[config.mk]
export PLATFORM = sky130hd
export DESIGN_NAME = aes_dec_scheduler_flat
export DESIGN_NICKNAME = d
export VERILOG_FILES = /design/src/rtl/aes_ctrl_pkg.sv /design/src/rtl/aes_dec_scheduler_if.sv /design/src/rtl/aes_dec_scheduler_arb.sv /design/src/rtl/aes_dec_scheduler.sv /design/src/flat_wrapper.sv
export SDC_FILE = /design/constraint.sdc
export NUM_CORES = 1
export LEC_CHECK = 0
export ABC_AREA = 1
export ABC_CLOCK_PERIOD_IN_PS = 2350
export CORE_AREA = 2 2 403 405
export DETAILED_ROUTE_END_ITERATION = 12
export DIE_AREA = 0 0 405 407
export GPL_TIMING_DRIVEN = 0
export HOLD_SLACK_MARGIN = 0.12
export SLEW_MARGIN = 20
export SYNTH_ARGS = -nofsm -noshare
export SYNTH_HDL_FRONTEND = slang
export SYNTH_HIERARCHICAL = 1
export SYNTH_SLANG_ARGS = --single-unit
[constraint.sdc]
create_clock -name clk -period 2.35 [get_ports clk]
set_input_delay 0.47 -clock clk [delete_from_list [all_inputs] [get_ports clk]]
set_output_delay 0.47 -clock clk [all_outputs]
set_load 0.02 [all_outputs]
[src/rtl/aes_ctrl_pkg.sv]
`default_nettype none
// +----------------------------------------------------------------------+
// | aes_ctrl_pkg : shared types and constants for the AES decrypt        |
// |                scheduler (FSM states, block/counter widths, LAT).    |
// | Revision     : 1.0                                                   |
// +----------------------------------------------------------------------+
package aes_ctrl_pkg;

  localparam int LAT_DEFAULT = 20;
  localparam int BLK_W       = 128;
  localparam int CNT_W       = 5;

  typedef enum logic [1:0] {
    ST_IDLE = 2'd0,
    ST_WAIT = 2'd1,
    ST_RESP = 2'd2
  } state_e;

endpackage
`default_nettype wire

[src/rtl/aes_dec_scheduler_if.sv]
`default_nettype none
// +----------------------------------------------------------------------+
// | aes_dec_scheduler_if : requester, core and response channel bundle.  |
// |                        slave = scheduler view, master = environment. |
// | Revision             : 1.0                                           |
// +----------------------------------------------------------------------+
interface aes_dec_scheduler_if;
  import aes_ctrl_pkg::*;

  logic             s0_valid;
  logic             s0_ready;
  logic [BLK_W-1:0] s0_data;
  logic [BLK_W-1:0] s0_key;
  logic             s1_valid;
  logic             s1_ready;
  logic [BLK_W-1:0] s1_data;
  logic [BLK_W-1:0] s1_key;
  logic [BLK_W-1:0] core_data_in;
  logic [BLK_W-1:0] core_key;
  logic [BLK_W-1:0] core_data_out;
  logic             m_valid;
  logic             m_ready;
  logic [BLK_W-1:0] m_data;
  logic             m_id;
  logic             busy;

  modport slave (
    input  s0_valid, s0_data, s0_key, s1_valid, s1_data, s1_key,
    input  core_data_out, m_ready,
    output s0_ready, s1_ready, core_data_in, core_key,
    output m_valid, m_data, m_id, busy
  );

  modport master (
    output s0_valid, s0_data, s0_key, s1_valid, s1_data, s1_key,
    output core_data_out, m_ready,
    input  s0_ready, s1_ready, core_data_in, core_key,
    input  m_valid, m_data, m_id, busy
  );

endinterface
`default_nettype wire

[src/rtl/aes_dec_scheduler_arb.sv]
`default_nettype none
// +----------------------------------------------------------------------+
// | rr_arb2  : two-requester arbiter. RR_ARB_EN selects round-robin,     |
// |            otherwise requester 0 has fixed priority.                 |
// | Revision : 1.0                                                       |
// +----------------------------------------------------------------------+
module rr_arb2 (
  input  logic       clk,
  input  logic       rst,
  input  logic [1:0] req_i,
  input  logic       accept_i,
  output logic [1:0] grant_o
);

`ifdef RR_ARB_EN
  // Resets to 1 so the first contended grant goes to requester 0.
  logic last_q;

  always_ff @(posedge clk) begin
    if (rst) begin
      last_q <= 1'b1;
    end else if (accept_i) begin
      last_q <= grant_o[1];
    end
  end

  always_comb begin
    grant_o = req_i;
    if (req_i == 2'b11) begin
      grant_o = last_q ? 2'b01 : 2'b10;
    end
  end
`else
  logic w_unused;
  assign w_unused = ^{clk, rst, accept_i};

  assign grant_o = req_i[0] ? 2'b01 : {req_i[1], 1'b0};
`endif

endmodule
`default_nettype wire

[src/rtl/aes_dec_scheduler.sv]
`default_nettype none
// +----------------------------------------------------------------------+
// | aes_dec_scheduler : shares one AES decrypt core between two          |
// |                     requesters; arbitration mode set by RR_ARB_EN.   |
// | Revision          : 1.0                                              |
// +----------------------------------------------------------------------+
module aes_dec_scheduler
  import aes_ctrl_pkg::*;
#(
  parameter int LAT = LAT_DEFAULT
) (
  input  logic               clk,
  input  logic               rst,
  aes_dec_scheduler_if.slave sched_io
);

  state_e           state_q, state_d;
  logic [CNT_W-1:0] cnt_q, cnt_d;
  logic             m_valid_q, m_valid_d;
  logic             m_id_q, m_id_d;
  logic [BLK_W-1:0] m_data_q, m_data_d;
  logic [BLK_W-1:0] core_data_q, core_data_d;
  logic [BLK_W-1:0] core_key_q, core_key_d;

  logic [1:0]       w_req;
  logic [1:0]       w_grant;
  logic             w_accept;

  // Requests are only visible in IDLE and never during reset, so ready stays low otherwise.
  assign w_req    = (state_q == ST_IDLE && !rst) ? {sched_io.s1_valid, sched_io.s0_valid} : 2'b00;
  assign w_accept = |w_grant;

  rr_arb2 u_arb (
    .clk      (clk),
    .rst      (rst),
    .req_i    (w_req),
    .accept_i (w_accept),
    .grant_o  (w_grant)
  );

  always_comb begin
    state_d     = state_q;
    cnt_d       = cnt_q;
    m_valid_d   = m_valid_q;
    m_id_d      = m_id_q;
    m_data_d    = m_data_q;
    core_data_d = core_data_q;
    core_key_d  = core_key_q;
    case (state_q)
      ST_IDLE: begin
        if (w_accept) begin
          core_data_d = w_grant[1] ? sched_io.s1_data : sched_io.s0_data;
          core_key_d  = w_grant[1] ? sched_io.s1_key  : sched_io.s0_key;
          m_id_d      = w_grant[1];
          cnt_d       = CNT_W'(LAT - 1);
          state_d     = ST_WAIT;
        end
      end
      ST_WAIT: begin
        if (cnt_q == '0) begin
          m_data_d  = sched_io.core_data_out;
          m_valid_d = 1'b1;
          state_d   = ST_RESP;
        end else begin
          cnt_d = cnt_q - CNT_W'(1);
        end
      end
      ST_RESP: begin
        if (sched_io.m_ready) begin
          m_valid_d = 1'b0;
          state_d   = ST_IDLE;
        end
      end
      default: state_d = ST_IDLE;
    endcase
  end

  always_ff @(posedge clk) begin
    if (rst) begin
      state_q     <= ST_IDLE;
      cnt_q       <= '0;
      m_valid_q   <= 1'b0;
      m_id_q      <= 1'b0;
      m_data_q    <= '0;
      core_data_q <= '0;
      core_key_q  <= '0;
    end else begin
      state_q     <= state_d;
      cnt_q       <= cnt_d;
      m_valid_q   <= m_valid_d;
      m_id_q      <= m_id_d;
      m_data_q    <= m_data_d;
      core_data_q <= core_data_d;
      core_key_q  <= core_key_d;
    end
  end

  assign sched_io.s0_ready     = w_grant[0];
  assign sched_io.s1_ready     = w_grant[1];
  assign sched_io.core_data_in = core_data_q;
  assign sched_io.core_key     = core_key_q;
  assign sched_io.m_valid      = m_valid_q;
  assign sched_io.m_data       = m_data_q;
  assign sched_io.m_id         = m_id_q;
  assign sched_io.busy         = (state_q != ST_IDLE);

endmodule
`default_nettype wire
[src/flat_wrapper.sv]
// flat-port wrapper written by rule: the top's interface ports become plain ports
module aes_dec_scheduler_flat import aes_ctrl_pkg::*;
#(
  parameter int LAT = LAT_DEFAULT
)
  (clk, rst, sched_io_s0_valid, sched_io_s0_data, sched_io_s0_key, sched_io_s1_valid, sched_io_s1_data, sched_io_s1_key, sched_io_core_data_out, sched_io_m_ready, sched_io_s0_ready, sched_io_s1_ready, sched_io_core_data_in, sched_io_core_key, sched_io_m_valid, sched_io_m_data, sched_io_m_id, sched_io_busy);
  aes_dec_scheduler_if sched_io_i ();
  input  logic clk;
  input  logic rst;
  input wire logic [$bits(sched_io_i.s0_valid)-1:0] sched_io_s0_valid;
  input wire logic [$bits(sched_io_i.s0_data)-1:0] sched_io_s0_data;
  input wire logic [$bits(sched_io_i.s0_key)-1:0] sched_io_s0_key;
  input wire logic [$bits(sched_io_i.s1_valid)-1:0] sched_io_s1_valid;
  input wire logic [$bits(sched_io_i.s1_data)-1:0] sched_io_s1_data;
  input wire logic [$bits(sched_io_i.s1_key)-1:0] sched_io_s1_key;
  input wire logic [$bits(sched_io_i.core_data_out)-1:0] sched_io_core_data_out;
  input wire logic [$bits(sched_io_i.m_ready)-1:0] sched_io_m_ready;
  output wire logic [$bits(sched_io_i.s0_ready)-1:0] sched_io_s0_ready;
  output wire logic [$bits(sched_io_i.s1_ready)-1:0] sched_io_s1_ready;
  output wire logic [$bits(sched_io_i.core_data_in)-1:0] sched_io_core_data_in;
  output wire logic [$bits(sched_io_i.core_key)-1:0] sched_io_core_key;
  output wire logic [$bits(sched_io_i.m_valid)-1:0] sched_io_m_valid;
  output wire logic [$bits(sched_io_i.m_data)-1:0] sched_io_m_data;
  output wire logic [$bits(sched_io_i.m_id)-1:0] sched_io_m_id;
  output wire logic [$bits(sched_io_i.busy)-1:0] sched_io_busy;
  assign sched_io_i.s0_valid = sched_io_s0_valid;
  assign sched_io_i.s0_data = sched_io_s0_data;
  assign sched_io_i.s0_key = sched_io_s0_key;
  assign sched_io_i.s1_valid = sched_io_s1_valid;
  assign sched_io_i.s1_data = sched_io_s1_data;
  assign sched_io_i.s1_key = sched_io_s1_key;
  assign sched_io_i.core_data_out = sched_io_core_data_out;
  assign sched_io_i.m_ready = sched_io_m_ready;
  assign sched_io_s0_ready = sched_io_i.s0_ready;
  assign sched_io_s1_ready = sched_io_i.s1_ready;
  assign sched_io_core_data_in = sched_io_i.core_data_in;
  assign sched_io_core_key = sched_io_i.core_key;
  assign sched_io_m_valid = sched_io_i.m_valid;
  assign sched_io_m_data = sched_io_i.m_data;
  assign sched_io_m_id = sched_io_i.m_id;
  assign sched_io_busy = sched_io_i.busy;
  aes_dec_scheduler #(.LAT(LAT)) u_core (.clk(clk), .rst(rst), .sched_io(sched_io_i));
endmodule
==> results_dict.tcl <==
set metrics [dict create \
    setup_slack_ns 0.0448 \
    p_seq_frac 0.297 \
    instances_no_fill 5394 \
    timing_worst_setup_path_type "flop to primary output" \
    critPathTopFamily "buffers and inverters" \
    final_common_cell "clkdlybuf4s50_1" \
    grt_max_degree 14 \
    final_cell_area_um2 32900 \
    dpl.hpwl_mm 111 \
    die_area_um2 165000 \
    finalWeightedCongestion 0.959 \
    start_util 0.103 \
    min_period_ns 2.31 \
    ys_types 19 \
    nets 3820 \
    cp.required_ns 1.88 \
    rsz0062_at_grt "yes" \
    cts-buffers-inserted 53 \
    finalMaxSlewViolations 0 \
    dr.pass1.iters 6 \
    clockRootBuffer "clkbuf_16" \
    cts_tree "done" \
    synth_nets 2703 \
    clockBufferDepth 3 \
    crit_path_max_fanout 2 \
    grt_pass1_vias 19500 \
    insertion_delay_ns 0.65 \
    cts.clk_slew.worst_paths_ns 0.06 \
    cp-start-kind "flop" \
    grt_pass1_wl_mm 170 \
    switching_power_mw 11.1 \
    dp_cells 5252 \
    ys_async_sr_fraction 0 \
    yosysTopAreaCellShare 0.477 \
    drive_above_1_share 0.109 \
    tightest_slew_ns 0.794 \
    yosysTopAreaCell "dfxtp_1" \
    holdCritPathClass "input pin to flop" \
    routed_wl_mm 133 \
    max_freq_mhz 434 \
    drv_cap 0 \
    combPwrFrac 0.410 \
    p_total_mw 30.0 \
    wl_per_cell_um 24.7 \
    detail-route-antenna-nets 0 \
    netlist_area_um2 16500 \
    rows 147 \
    dieWidth_um 405 \
    crit_path_end_kind "primary output" \
    ys.flop_type "dfxtp_1" \
    period_share 0.981 \
    track_usage 0.151 \
    setup_tns_ns 0 \
    switching_share 0.371 \
    syn_inst 2057 \
    p_leak_nw 14.4 \
    htree_levels 2 \
    setup_viol 0 \
    antenna_found_initial 42 \
    max_stage_delay_ns 0.88 \
    skew_ns 0.0466 \
    ys_top_cells_by_area "dfxtp_1 (48%), o211a_1 (16%), nand2_1 (12%)" \
    post-route-drc-count 0 \
    vdd_ir_drop_max_v 0.000494 \
    max-slew-margin-rel 0.472 \
    drtIter0Drc 1445 \
    fp.dieH_um 407 \
    slowest_stage "clkdlybuf4s50_1" \
    internal_power_mw 18.9 \
    ys.warnings.count 6 \
    dp_worst_setup_slack_ns -2.56 \
    coreArea_um2 160000 \
    hold_buffers 0 \
    placed_area_um2 29600 \
    worstPathArrival_ns 1.84 \
    overflow 0 \
    pin_count 1034 \
    ys_seq_area_frac 0.477 \
    syn2layout_area_growth_pct 99.8 \
    syn_area_per_cell_um2 8.01 \
    nFillCells 17700 \
    status "finished, final reports clean" \
    path_buf_inv 1 \
    hold_viol 0 \
    p_clk_frac 0.293 \
    via_count 20200 \
    mostFrequentLayoutCells "clkdlybuf4s50_1 (1011), nand2_1 (503), dfxtp_1 (391), nor2_1 (268), o211a_1 (256)" \
    io_buffers 1033 \
    synth-seq-cells 393 \
    viasPerCell 3.74 \
    path_cells "clkdlybuf4s50_1" \
    synth_edf_count 0 \
    power_density_nw_per_um2 911 \
    cts.sinks 393 \
]
==> per-stage QoR <==
stage	utilization	hold slack (ns)
detailed placement	0.185	0.465
floorplan	-	0.455
CTS	0.201	0.186
global placement	0.184	0.455
finish	0.206	0.253
global route	0.205	0.215
==> cells in the mapped netlist, types with 3 or more instances <==
cell type  instances
o211a_1          256
inv_1             14
inv_2              4
nand3_1          262
nor2_2             3
dfxtp_1          393
nor2_1           274
nand2_1          526
a21oi_1            4
clkbuf_1          81
buf_6              6
buf_4             27
o21ai_1          129
buf_2             71
==> layout make-up <==
cell class / count / area [um2] / area share
repair buffers: 1063 / 10800 / 0.329
well taps: 2160 / 2700 / 0.0821
inverters: 19 / 97.6 / 0.00296
clock buffers: 72 / 1530 / 0.0464
clock inverters: 24 / 328 / 0.00996
plain buffers: 184 / 1530 / 0.0465
multi-input cells: 1460 / 8000 / 0.243
flip-flops and latches: 393 / 7870 / 0.239
diodes: 19 / 47.5 / 0.00144
==> cell families after synthesis <==
kind of cell    count (synthesis)  share of synthesized area
buf+inv                       204                     0.0609
compound gates                391                      0.197
simple gates                 1068                      0.264
fa+ha+maj                       1                   0.000759
flops                         393                      0.477
==> registers in the layout, indices dropped and copies added, names as in the netlist <==
| signal | cells |
|---|---|
| u_core/sched_io.m_id | 1 |
| u_core/sched_io.core_data_in | 128 |
| u_core/sched_io.m_data | 128 |
| u_core/cnt_q | 5 |
| u_core/sched_io.core_key | 128 |
| u_core/state_q | 2 |
| u_core/sched_io.m_valid | 1 |
==> power by group through the flow <==
stage                     Sequential (mW)  Clock [mW]  Combinational (mW)
final                                8.91        8.79                12.3
after global placement               9.00           0                11.2
after global routing                 9.06        9.31                13.0
after detailed placement             9.04           0                11.2
after CTS                            8.92        9.09                11.8
after floorplan                      10.4           0                3.24
==> path summary, 6_finish.rpt <==
| check | from | endpoint | slack [ns] | cells past startpoint |
|---|---|---|---|---|
| worst max register to register | u_core/state_q[1]$_SDFFE_PP0P_ | u_core/sched_io.core_key[16]$_SDFFE_PP0P_ | 0.12 | 13 |
| worst max-delay path | u_core/sched_io.m_data[96]$_SDFFE_PP0P_ | sched_io_m_data[96] | 0.04 | 1 |
| worst min-delay path | rst | u_core/state_q[1]$_SDFFE_PP0P_ | 0.25 | 2 |
| worst min register to register | u_core/sched_io.m_valid$_SDFFE_PP0P_ | u_core/sched_io.m_valid$_SDFFE_PP0P_ | 0.47 | 2 |
==> metal layers <==
metal,share of wire,track usage,routed length (um),vias up
met4,0.029,0.0545,3930,14
met1,0.39,0.179,52500,9752
met5,0.00073,0,98,-
met2,0.47,0.247,63300,966
met3,0.10,0.0568,13600,181
li1,-,-,-,9258
==> repair_timing <==
item,4_1_cts,5_1_grt
pin swaps,2,2
endpoints found under the setup margin,281,263
setup buffers,13,5
resized for setup,211,140
gates cloned,2,8
No activity file was read; power rests on OpenSTA's default activity.
==> RTL change 1: new RTL, same flow settings <==
`BLK_W`: 128 -> 120.
--- a/src/rtl/aes_ctrl_pkg.sv
+++ b/src/rtl/aes_ctrl_pkg.sv
@@ -8,5 +8,5 @@
 
   localparam int LAT_DEFAULT = 20;
-  localparam int BLK_W       = 128;
+  localparam int BLK_W       = 120;
   localparam int CNT_W       = 5;
 
Ports: changed (8 resized); port bits go from 1034 to 970. The function was not compared with the original's and may differ.
==> RTL change 1 against the original RTL <==
The flow now finishes with violations (setup timing). Sequential share of layout area grew 0.13 points. Wire length shrank 4.3%. Count of clock-buffer cells in the layout shrank 7. Clock power shrank 9.2%. Total power shrank 7.5%. Non-clock buffer count shrank 89. Utilization shrank 1.4 points. Sequential cell count shrank 24. Cell area shrank 6.6%. Worst setup slack lost 0.099 ns. Sequential power shrank 6.5%. First-iteration DRC count grew 3.8%. Critical path depth grew 12. Synthesized area shrank 6.2%. Critical path type is now reg -> reg. Critical endpoint is now u_core/sched_io.core_data_in[91].
==> RTL change 1: results <==
{
  "cts-resized-gates": 221,
  "cts_made_buffers": 49,
  "whs_path_depth": 3,
  "hold_ws_ns": 0.436,
  "pwr.group.clock_w": 0.00798,
  "drtIter0Drc": 1500,
  "grt_use_total": 0.146,
  "setup_slack_ns": -0.0539,
  "violations": "setup timing",
  "outcome": "finished with violations",
  "cts_setup_buffers": 7,
  "synth-seq-area-share": 0.478,
  "path_max_fanout": 10,
  "io_buffers": 969,
  "slowest_delay_ns": 0.35,
  "worst_pin_slew_ns": 0.968,
  "syn-num-nets": 2539,
  "placed_area_sq_um": 27900,
  "grt_pass1_vias": 18677,
  "gp_congestion": 1.02,
  "finClkSkew_ns": 0.0230,
  "multiInputGateArea_sq_um": 7560,
  "ys_types": 21,
  "layout-drive-gt1-share": 0.0990,
  "synth_fa_ha_area_frac": 0.000810,
  "comb_power_share": 0.413,
  "fin_nets": 3575,
  "tns_ns": -3.05,
  "dp_cells": 5062,
  "place_ws_ns": -3.54,
  "p_leak_nw": 13.4,
  "hold_end": "u_core/sched_io.m_data[30]",
  "max-vdd-ir-drop_mv": 0.556,
  "synthTopCellsByCount": "nand2_1, dfxtp_1, nor2_1, nand3_1, o211a_1",
  "netlist_instances": 1933,
  "combinationalPower_w": 0.0115,
  "vias_per_cell": 3.69,
  "setup_viol": 91
}
## RTL change 1: layer usage
layer,GRT usage,wire length [microns]
met4,0.0496,4270
met2,0.241,59700
met5,0,95
met1,0.176,51000
met3,0.0494,12800
## RTL change 1: area by class of cell
cell class,instances,share of cell area
clock buffers,65,0.0454
well taps,2160,0.0879
clock inverters,26,0.00928
inverters,19,0.00387
diodes,9,0.000732
multi-input cells,1372,0.246
plain buffers,172,0.0426
flip-flops and latches,369,0.240
repair buffers,986,0.324
## RTL change 1: worst max-delay path by stage
stage	from	to	slack, ns
after floorplan	rst	u_core/sched_io.core_data_in[0]	0.03
after global placement	rst	u_core/sched_io.core_key[7]	-3.55
after detailed placement	rst	u_core/sched_io.core_key[7]	-3.54
after CTS	u_core/state_q[0]	sched_io_s1_ready	-0.13
after global routing	u_core/state_q[1]	u_core/sched_io.core_key[7]	-0.12
final	u_core/state_q[1]	u_core/sched_io.core_data_in[91]	-0.05
==> RTL change 2: new RTL, same flow settings <==
Made on the original files. `m_data_q` no longer has a reset.
--- a/src/rtl/aes_dec_scheduler.sv
+++ b/src/rtl/aes_dec_scheduler.sv
@@ -82,5 +82,4 @@
       m_valid_q   <= 1'b0;
       m_id_q      <= 1'b0;
-      m_data_q    <= '0;
       core_data_q <= '0;
       core_key_q  <= '0;
@@ -90,8 +89,11 @@
       m_valid_q   <= m_valid_d;
       m_id_q      <= m_id_d;
-      m_data_q    <= m_data_d;
       core_data_q <= core_data_d;
       core_key_q  <= core_key_d;
     end
+  end
+
+  always_ff @(posedge clk) begin
+    m_data_q <= m_data_d;
   end
 
Function: not settled (the Yosys comparison gave no result); the edit may change what the design does.
==> RTL change 2 against the original RTL <==
First-iteration DRC count is 16% higher. Hold slack improved by 0.021 ns. Sequential cell count is the same. Synthesized area fell by 2.2%. Clock power down 11%. Wire length down 4.0%. Sequential power up 2%. Cell area fell by 3.7%. Worst setup slack worse by 0.0024 ns. Sequential share of layout area rose by 5.0 points. Total power decreased by 8.3%. Register-to-register slack got worse by 0.04 ns. Critical path type unchanged.
==> RTL change 2: results <==
{
  "outcome": "complete, no violations",
  "synth_area_leaders": "dfxtp_1, edfxtp_1, o211a_1",
  "hpwl_microns": 108000,
  "layout-drive-gt1-share": 0.0988,
  "max-vdd-ir-drop_mv": 0.517,
  "slowest_delay_ns": 0.36,
  "wl_microns": 128000,
  "r2r_slack_ns": 0.08,
  "synthTopCellsByCount": "nand2_1, dfxtp_1, nand3_1, o211a_1, edfxtp_1",
  "synthArstFlopShare": 0,
  "wl_met2_microns": 60000,
  "gp_congestion": 0.957,
  "route.met3.wl_microns": 14000,
  "synth_enable_flop_cells": 128,
  "grt_use_total": 0.146,
  "synth_fa_ha_area_frac": 0.000776,
  "io_buffers": 1033,
  "synth-seq-area-share": 0.568,
  "grt_pass1_wl_microns": 161000,
  "ys_types": 23,
  "fillers": 17628,
  "grtUsageMet2": 0.241,
  "routedWlPerCell_microns": 26.0,
  "r2r-start": "u_core/state_q[1]",
  "clk_pin_slew_ns": 0.06,
  "antenna_found_initial": 35,
  "path_max_fanout": 4,
  "rr_endpoint": "u_core/sched_io.core_key[85]",
  "min_path_type": "in -> reg",
  "firstDrtPassIters": 7,
  "crit_slowest_cell": "dfxtp_4",
  "rr_worst_depth": 11,
  "p_leak_nw": 13.4,
  "place_ws_ns": -2.47,
  "wl_met1_microns": 50800,
  "via_count": 17771,
  "grt_start_max_net_pins": 36,
  "cts_made_buffers": 50,
  "globalRouteMet1Util": 0.179,
  "finClkSkew_ns": 0.0609,
  "grt_pass1_vias": 17349,
  "drtIter0Drc": 1676,
  "dp_cells": 4830,
  "crit_family": "simple AND/OR/NAND/NOR gates",
  "insertion_delay_ns": 0.66,
  "max-slew-margin-rel": 0.405,
  "crit_end": "sched_io_s1_ready",
  "cts_hold_buf": 0,
  "syn_area_per_cell_sq_um": 9.88,
  "synth_compound_area_frac": 0.161,
  "met3_usage": 0.0512,
  "setup_slack_ns": 0.0424,
  "top_layer_used": "met5",
  "syn-num-nets": 2277,
  "fin_nets": 3379
}
==> RTL change 2: stage by stage <==
step | area, sq um | TNS (ns) | hold slack [ns] | power, W
CTS | 31400 | -0.00317 | 0.215 | 0.0276
finish | 31700 | 0 | 0.274 | 0.0275
detailed placement | 29300 | -438.60 | 0.472 | 0.0193
global placement | 29200 | -669.85 | 0.464 | 0.0192
global route | 31700 | -0.733 | 0.254 | 0.0287
floorplan | 16100 | -82.96 | 0.459 | 0.0133
==> RTL change 2: how the worst min path moves through the flow <==
stage	startpoint	endpoint	slack, ns	depth (start not counted)
after floorplan	u_core/cnt_q[0]	u_core/cnt_q[0]	0.46	2
after global placement	u_core/sched_io.m_valid	u_core/sched_io.m_valid	0.46	2
after detailed placement	u_core/cnt_q[0]	u_core/cnt_q[0]	0.47	2
after CTS	rst	u_core/state_q[0]	0.21	2
after global routing	rst	u_core/state_q[0]	0.25	2
final	rst	u_core/state_q[0]	0.27	2
==> RTL change 2: power breakdown <==
part	internal (W)	switching, W	leakage, nW
clock	0.00442	0.00340	0.796
combinational	0.00464	0.00597	9.24
sequential	0.00830	0.000751	3.35
==> RTL change 2: cell type report <==
class | instances | area [sq um] | area share
buffer | 140 | 1110 | 0.0349
antenna | 5 | 12.5 | 0.000394
multi-input combinational | 1076 | 6290 | 0.198
tap | 2160 | 2700 | 0.0852
timing repair inverter | 1 | 8.76 | 0.000276
clock buffer | 69 | 1400 | 0.0442
sequential | 393 | 9160 | 0.289
inverter | 19 | 110 | 0.00347
timing repair buffer | 1052 | 10700 | 0.337
clock inverter | 24 | 248 | 0.00781
==> RTL change 2: what timing repair did <==
action / 4_1_cts / 5_1_grt
resized for setup: 127 / 66
buffers inserted: 4 / 3
pin swaps: 2 / 4
endpoints found under the setup margin: 318 / 242
cloned: 3 / 4
